File: src/rtl/serial_adder.sv
// Bit-serial N-bit adder: captures operands on start, adds LSB first through one full-adder cell.
// Optional signed-overflow output enabled by defining SERIAL_ADDER_OVF_EN.
module serial_adder #(
  parameter int N = 4
) (
  input  logic         clk,
  input  logic         rst,
  input  logic         start,
  input  logic [N-1:0] a,
  input  logic [N-1:0] b,
  input  logic         cin,
  output logic [N-1:0] sum,
  output logic         cout,
  output logic         busy,
  output logic         done,
  output logic         ovf
);

  localparam int CW = $clog2(N) + 1;
  localparam logic [CW-1:0] LAST = CW'(N - 1);

  typedef enum logic [1:0] {IDLE, RUN, DONE} state_t;

  state_t        state_q, state_d;
  logic [CW-1:0] cnt_q, cnt_d;
  logic [N-1:0]  a_sh_q, a_sh_d;
  logic [N-1:0]  b_sh_q, b_sh_d;
  logic [N-1:0]  sum_sh_q, sum_sh_d;
  logic [N-1:0]  sum_q, sum_d;
  logic          carry_q, carry_d;
  logic          cout_q, cout_d;
  logic          busy_q, busy_d;
  logic          done_q, done_d;
  logic          s_bit, c_bit;
  logic [N:0]    sum_cat;
`ifdef SERIAL_ADDER_OVF_EN
  logic          ovf_q, ovf_d;
`endif

  always_comb begin
    s_bit   = a_sh_q[0] ^ b_sh_q[0] ^ carry_q;
    c_bit   = (a_sh_q[0] & b_sh_q[0]) | (a_sh_q[0] & carry_q) | (b_sh_q[0] & carry_q);
    // New bit enters at the MSB; slicing the concatenation keeps N=1 legal.
    sum_cat = {s_bit, sum_sh_q};

    state_d  = state_q;
    cnt_d    = cnt_q;
    a_sh_d   = a_sh_q;
    b_sh_d   = b_sh_q;
    sum_sh_d = sum_sh_q;
    sum_d    = sum_q;
    carry_d  = carry_q;
    cout_d   = cout_q;
    busy_d   = busy_q;
    done_d   = 1'b0;
`ifdef SERIAL_ADDER_OVF_EN
    ovf_d    = ovf_q;
`endif

    case (state_q)
      IDLE: begin
        if (start) begin
          a_sh_d   = a;
          b_sh_d   = b;
          carry_d  = cin;
          sum_sh_d = '0;
          cnt_d    = '0;
          busy_d   = 1'b1;
          state_d  = RUN;
        end
      end
      RUN: begin
        a_sh_d   = a_sh_q >> 1;
        b_sh_d   = b_sh_q >> 1;
        sum_sh_d = sum_cat[N:1];
        carry_d  = c_bit;
        cnt_d    = cnt_q + CW'(1);
        if (cnt_q == LAST) begin
          sum_d   = sum_cat[N:1];
          cout_d  = c_bit;
`ifdef SERIAL_ADDER_OVF_EN
          // carry_q is the carry into the MSB cell on this final bit.
          ovf_d   = carry_q ^ c_bit;
`endif
          busy_d  = 1'b0;
          done_d  = 1'b1;
          state_d = DONE;
        end
      end
      DONE: begin
        state_d = IDLE;
      end
      default: begin
        state_d = IDLE;
      end
    endcase
  end

  always_ff @(posedge clk or posedge rst) begin
    if (rst) begin
      state_q  <= IDLE;
      cnt_q    <= '0;
      a_sh_q   <= '0;
      b_sh_q   <= '0;
      sum_sh_q <= '0;
      sum_q    <= '0;
      carry_q  <= 1'b0;
      cout_q   <= 1'b0;
      busy_q   <= 1'b0;
      done_q   <= 1'b0;
`ifdef SERIAL_ADDER_OVF_EN
      ovf_q    <= 1'b0;
`endif
    end else begin
      state_q  <= state_d;
      cnt_q    <= cnt_d;
      a_sh_q   <= a_sh_d;
      b_sh_q   <= b_sh_d;
      sum_sh_q <= sum_sh_d;
      sum_q    <= sum_d;
      carry_q  <= carry_d;
      cout_q   <= cout_d;
      busy_q   <= busy_d;
      done_q   <= done_d;
`ifdef SERIAL_ADDER_OVF_EN
      ovf_q    <= ovf_d;
`endif
    end
  end

  assign sum  = sum_q;
  assign cout = cout_q;
  assign busy = busy_q;
  assign done = done_q;
`ifdef SERIAL_ADDER_OVF_EN
  assign ovf  = ovf_q;
`else
  assign ovf  = 1'b0;
`endif

endmodule

File: config.mk
export PLATFORM = sky130hd
export DESIGN_NAME = serial_adder
export DESIGN_NICKNAME = d
export VERILOG_FILES = /design/src/rtl/serial_adder.sv
export SDC_FILE = /design/constraint.sdc
export NUM_CORES = 1
export LEC_CHECK = 0
export CAP_MARGIN = 20
export CORE_ASPECT_RATIO = 1.4
export CORE_MARGIN = 2
export CORE_UTILIZATION = 45
export CTS_BUF_LIST = sky130_fd_sc_hd__clkbuf_8
export CTS_CLUSTER_SIZE = 8
export DETAILED_ROUTE_END_ITERATION = 8
export PLACE_DENSITY = 0.7
export SLEW_MARGIN = 30
export SYNTH_ARGS = -nofsm -noshare
export SYNTH_HDL_FRONTEND = slang
export SYNTH_SLANG_ARGS = --single-unit
File: constraint.sdc
create_clock -name clk -period 3.9 [get_ports clk]
set_clock_uncertainty 0.2 [all_clocks]
set_input_delay 0.78 -clock clk [delete_from_list [all_inputs] [get_ports clk]]
set_output_delay 0.78 -clock clk [all_outputs]
set_load 0.05 [all_outputs]
==> impl_results.md <==
- Status: completed
- Global route total overflow: 0
- Mapped Cells: 90
- Setup WS pre-CTS: 1346 ps
- Via count: around 700
- Die H: slightly above 60 microns
- Async SR Flop Fraction: between 90% and 100%
- Top-Level Pins: 20
- Count of different cell masters after synthesis: 23
- Core ar.: 2202 sq um
- Largest net degree at the start of global routing: 25
- Global-route wire length before repair: 3056 microns
- Hold Buf Count CTS: 0
- Total track usage: 15.29%
- VDD IR max: between 0.0004 and 0.0005 V
- Initial antenna violation count: 0
- Dpl cells: roughly 130
- CTS Buffer Depth: 2
- Crit path capture type: output port
- Final Wtd Congestion: between 0.7 and 0.8
- Critical path type: flop to output port
- Setup TNS: 0 ps
- Via density: 5.531
- Pwr dens: slightly below 900 nW/um^2
- Vias in the first global route: between 700 and 800
- Min Tclk post-route: roughly 2400 ps
- Syn_area_per_cell: 11.86 sq um
- Die area: around 2800 sq um
- Worst-path clk slew: 80 ps
- Setup bufs post-CTS: 0
- Number of fill cells: between 150 and 200
- Root Driver: clkbuf_8
- Detail Route Antenna Nets: 0
- Routed len/inst: 13.67 microns
- Drt first-iter violations: 11
- Post-synth top area share: between 50% and 60%
- Layout Cells excl Fill: 130
- Req. time, crit path: between 2000 and 3000 ps
- Setup violators final: 0
- Area leader, netlist: dfrtp_1
- Final hold vios: 0
- Num CTS Buffers: 3
- Critical path cell sequence: clkdlybuf4s50_1
- Post-layout net count: between 100 and 150
- Rel. slew slack: between 40 and 50%
- Fmax: around 410 MHz
- Total clock sinks: 24
- H-tree levels: 1
- Critical Path Fanout Max: 3
- Layout area overhead: 22.27%
- Post-DP HPWL: roughly 1300 microns
- Arrival time worst endpoint: ~1500 ps
- Synthesized area: around 1100 sq um
- Crit-path slowest cell: clkdlybuf4s50_1
- TritonCTS clock tree: built
- Post-CTS sizing: 0
- Worst skew pair latency: ~260 ps
- Worst Tran Pin Value: about 820 ps
- Hold/Removal Path Class: flop to flop
- CP top delay family: buffers and inverters
- Post-synth EDFFs: 0
- Die W: ~45 microns
- Most common cell in the netlist: dfrtp_1
- Final period utilization: between 60% and 70%
- Rows: 20
- P_leak: around 0.6 nW
- Crit path largest cell delay: 810 ps
- Synthesized netlist net count: between 100 and 150
- Routed WL: 1777 microns
- Synth top area cells: dfrtp_1 (56%), mux2_2 (5.3%), a22o_1 (3.3%), a32oi_1 (3.3%), o21ai_0 (3.3%)
- Slew Viols, Final: 0
- CP Launch Type: flop
- Synth Flop Type: dfrtp_1
- Seq cells post-synth: 24
- IO buf count: 18
- DRC Markers: 0
- Unrepaired setup endpoints after global routing: no
- Synth cell count leaders: dfrtp_1 (24), inv_1 (9), nor2_1 (9)
- Yosys warning total: 0
- Initial Utilization: roughly 48%
- Final WS setup: ~1500 ps
- Fraction of layout cells with a size suffix above 1: 13.89%
- N_diodes: 0
- Crit path buffers/inverters: 1
- Sequential-to-total area share from yosys stat: a little under three fifths
- Drt pass-1 iters: 4
- Max cap viols: 0
-- logic make-up after synthesis --
kind of cell | share of synthesized area, %
muxes | 6.213
AOI/OAI and AO/OA | 17.47
other | 0.3514
buffers and inverters | 5.509
adders and majority gates | 4.220
DFF | 56.27
and+or+nand+nor | 9.965
-- worst reg2reg max path: cells and delay by family (launching register included) --
| kind | cells | cell delay (ps) |
|---|---|---|
| buffers and inverters | 1 | 90 |
| flip-flops | 1 | 600 |
| multiplexers | 1 | 340 |
| AND/OR/NAND/NOR | 2 | 410 |
-- per-layer routing --
metal | routed length [microns] | up-vias | global-route usage [%]
li1 | - | 349 | -
met4 | 26 | 0 | 7.563
met2 | 895 | 23 | 25.51
met3 | 82 | 4 | 2.639
met1 | 773 | 343 | 18.90
met5 | 0 | - | 0
-- where the power goes --
part	internal, mW	switching, mW
registers	0.362	0.0869
logic	0.242	0.283
clock network	0.0901	0.0749
total	0.694	0.445
-- metrics by stage --
step | area [sq um] | power, mW | hold WS [ps] | util (%)
floorplan | 1067 | 0.8412 | 260.4 | -
global placement | 1250 | 0.9695 | 281.3 | 56.76
detailed placement | 1250 | 0.9836 | 281.5 | 56.76
CTS | 1305 | 1.155 | 301.5 | 59.26
global route | 1305 | 1.224 | 314.2 | 59.26
finish | 1305 | 1.139 | 300.6 | 59.26
-- path summary, 6_finish.rpt --
kind	start	end	slack (ps)	depth (start not counted)
worst max register to register	state_q[0]	sum[0]	2150	4
max in group asynchronous	rst	sum_sh_q[3]	2440	2
worst max-delay path	busy	busy	1470	1
min in group asynchronous	rst	done	670	2
worst min-delay path	a_sh_q[1]	a_sh_q[1]	300	1
worst min register to register	a_sh_q[1]	a_sh_q[1]	300	1
-- flip-flops by register name, indices dropped and copies added (netlist names) --
| name | count |
|---|---|
| cout | 1 |
| carry_q | 1 |
| sum | 4 |
| state_q | 2 |
| sum_sh_q | 3 |
| busy | 1 |
| cnt_q | 3 |
| b_sh_q | 4 |
| done | 1 |
| a_sh_q | 4 |
-- area by class of cell --
type,instances,area (sq um),area share (%)
Sequential cell,24,600.6,46.02
Multi-Input combinational cell,53,407.9,31.26
Timing Repair Buffer,18,180.2,13.81
Clock buffer,4,55.05,4.219
Inverter,9,33.78,2.589
Tap cell,22,27.53,2.109
-- placed cells by master, fill, tap and decap left out --
cell type / count
o21a_1: 4
o221a_2: 3
dfrtp_1: 24
clkdlybuf4s50_1: 18
o22ai_1: 1
inv_1: 8
ha_1: 2
fa_1: 1
nand3b_1: 3
o21ai_0: 7
nor2b_4: 1
nand2_4: 1
nand2_1: 3
clkbuf_8: 4
nor2b_1: 1
or2b_1: 1
mux2_2: 5
o21bai_2: 1
a22o_1: 4
a32oi_1: 4
conb_1: 1
nor2_1: 9
mux2i_1: 1
clkinv_1: 1
(Power assumes the default switching activity.)
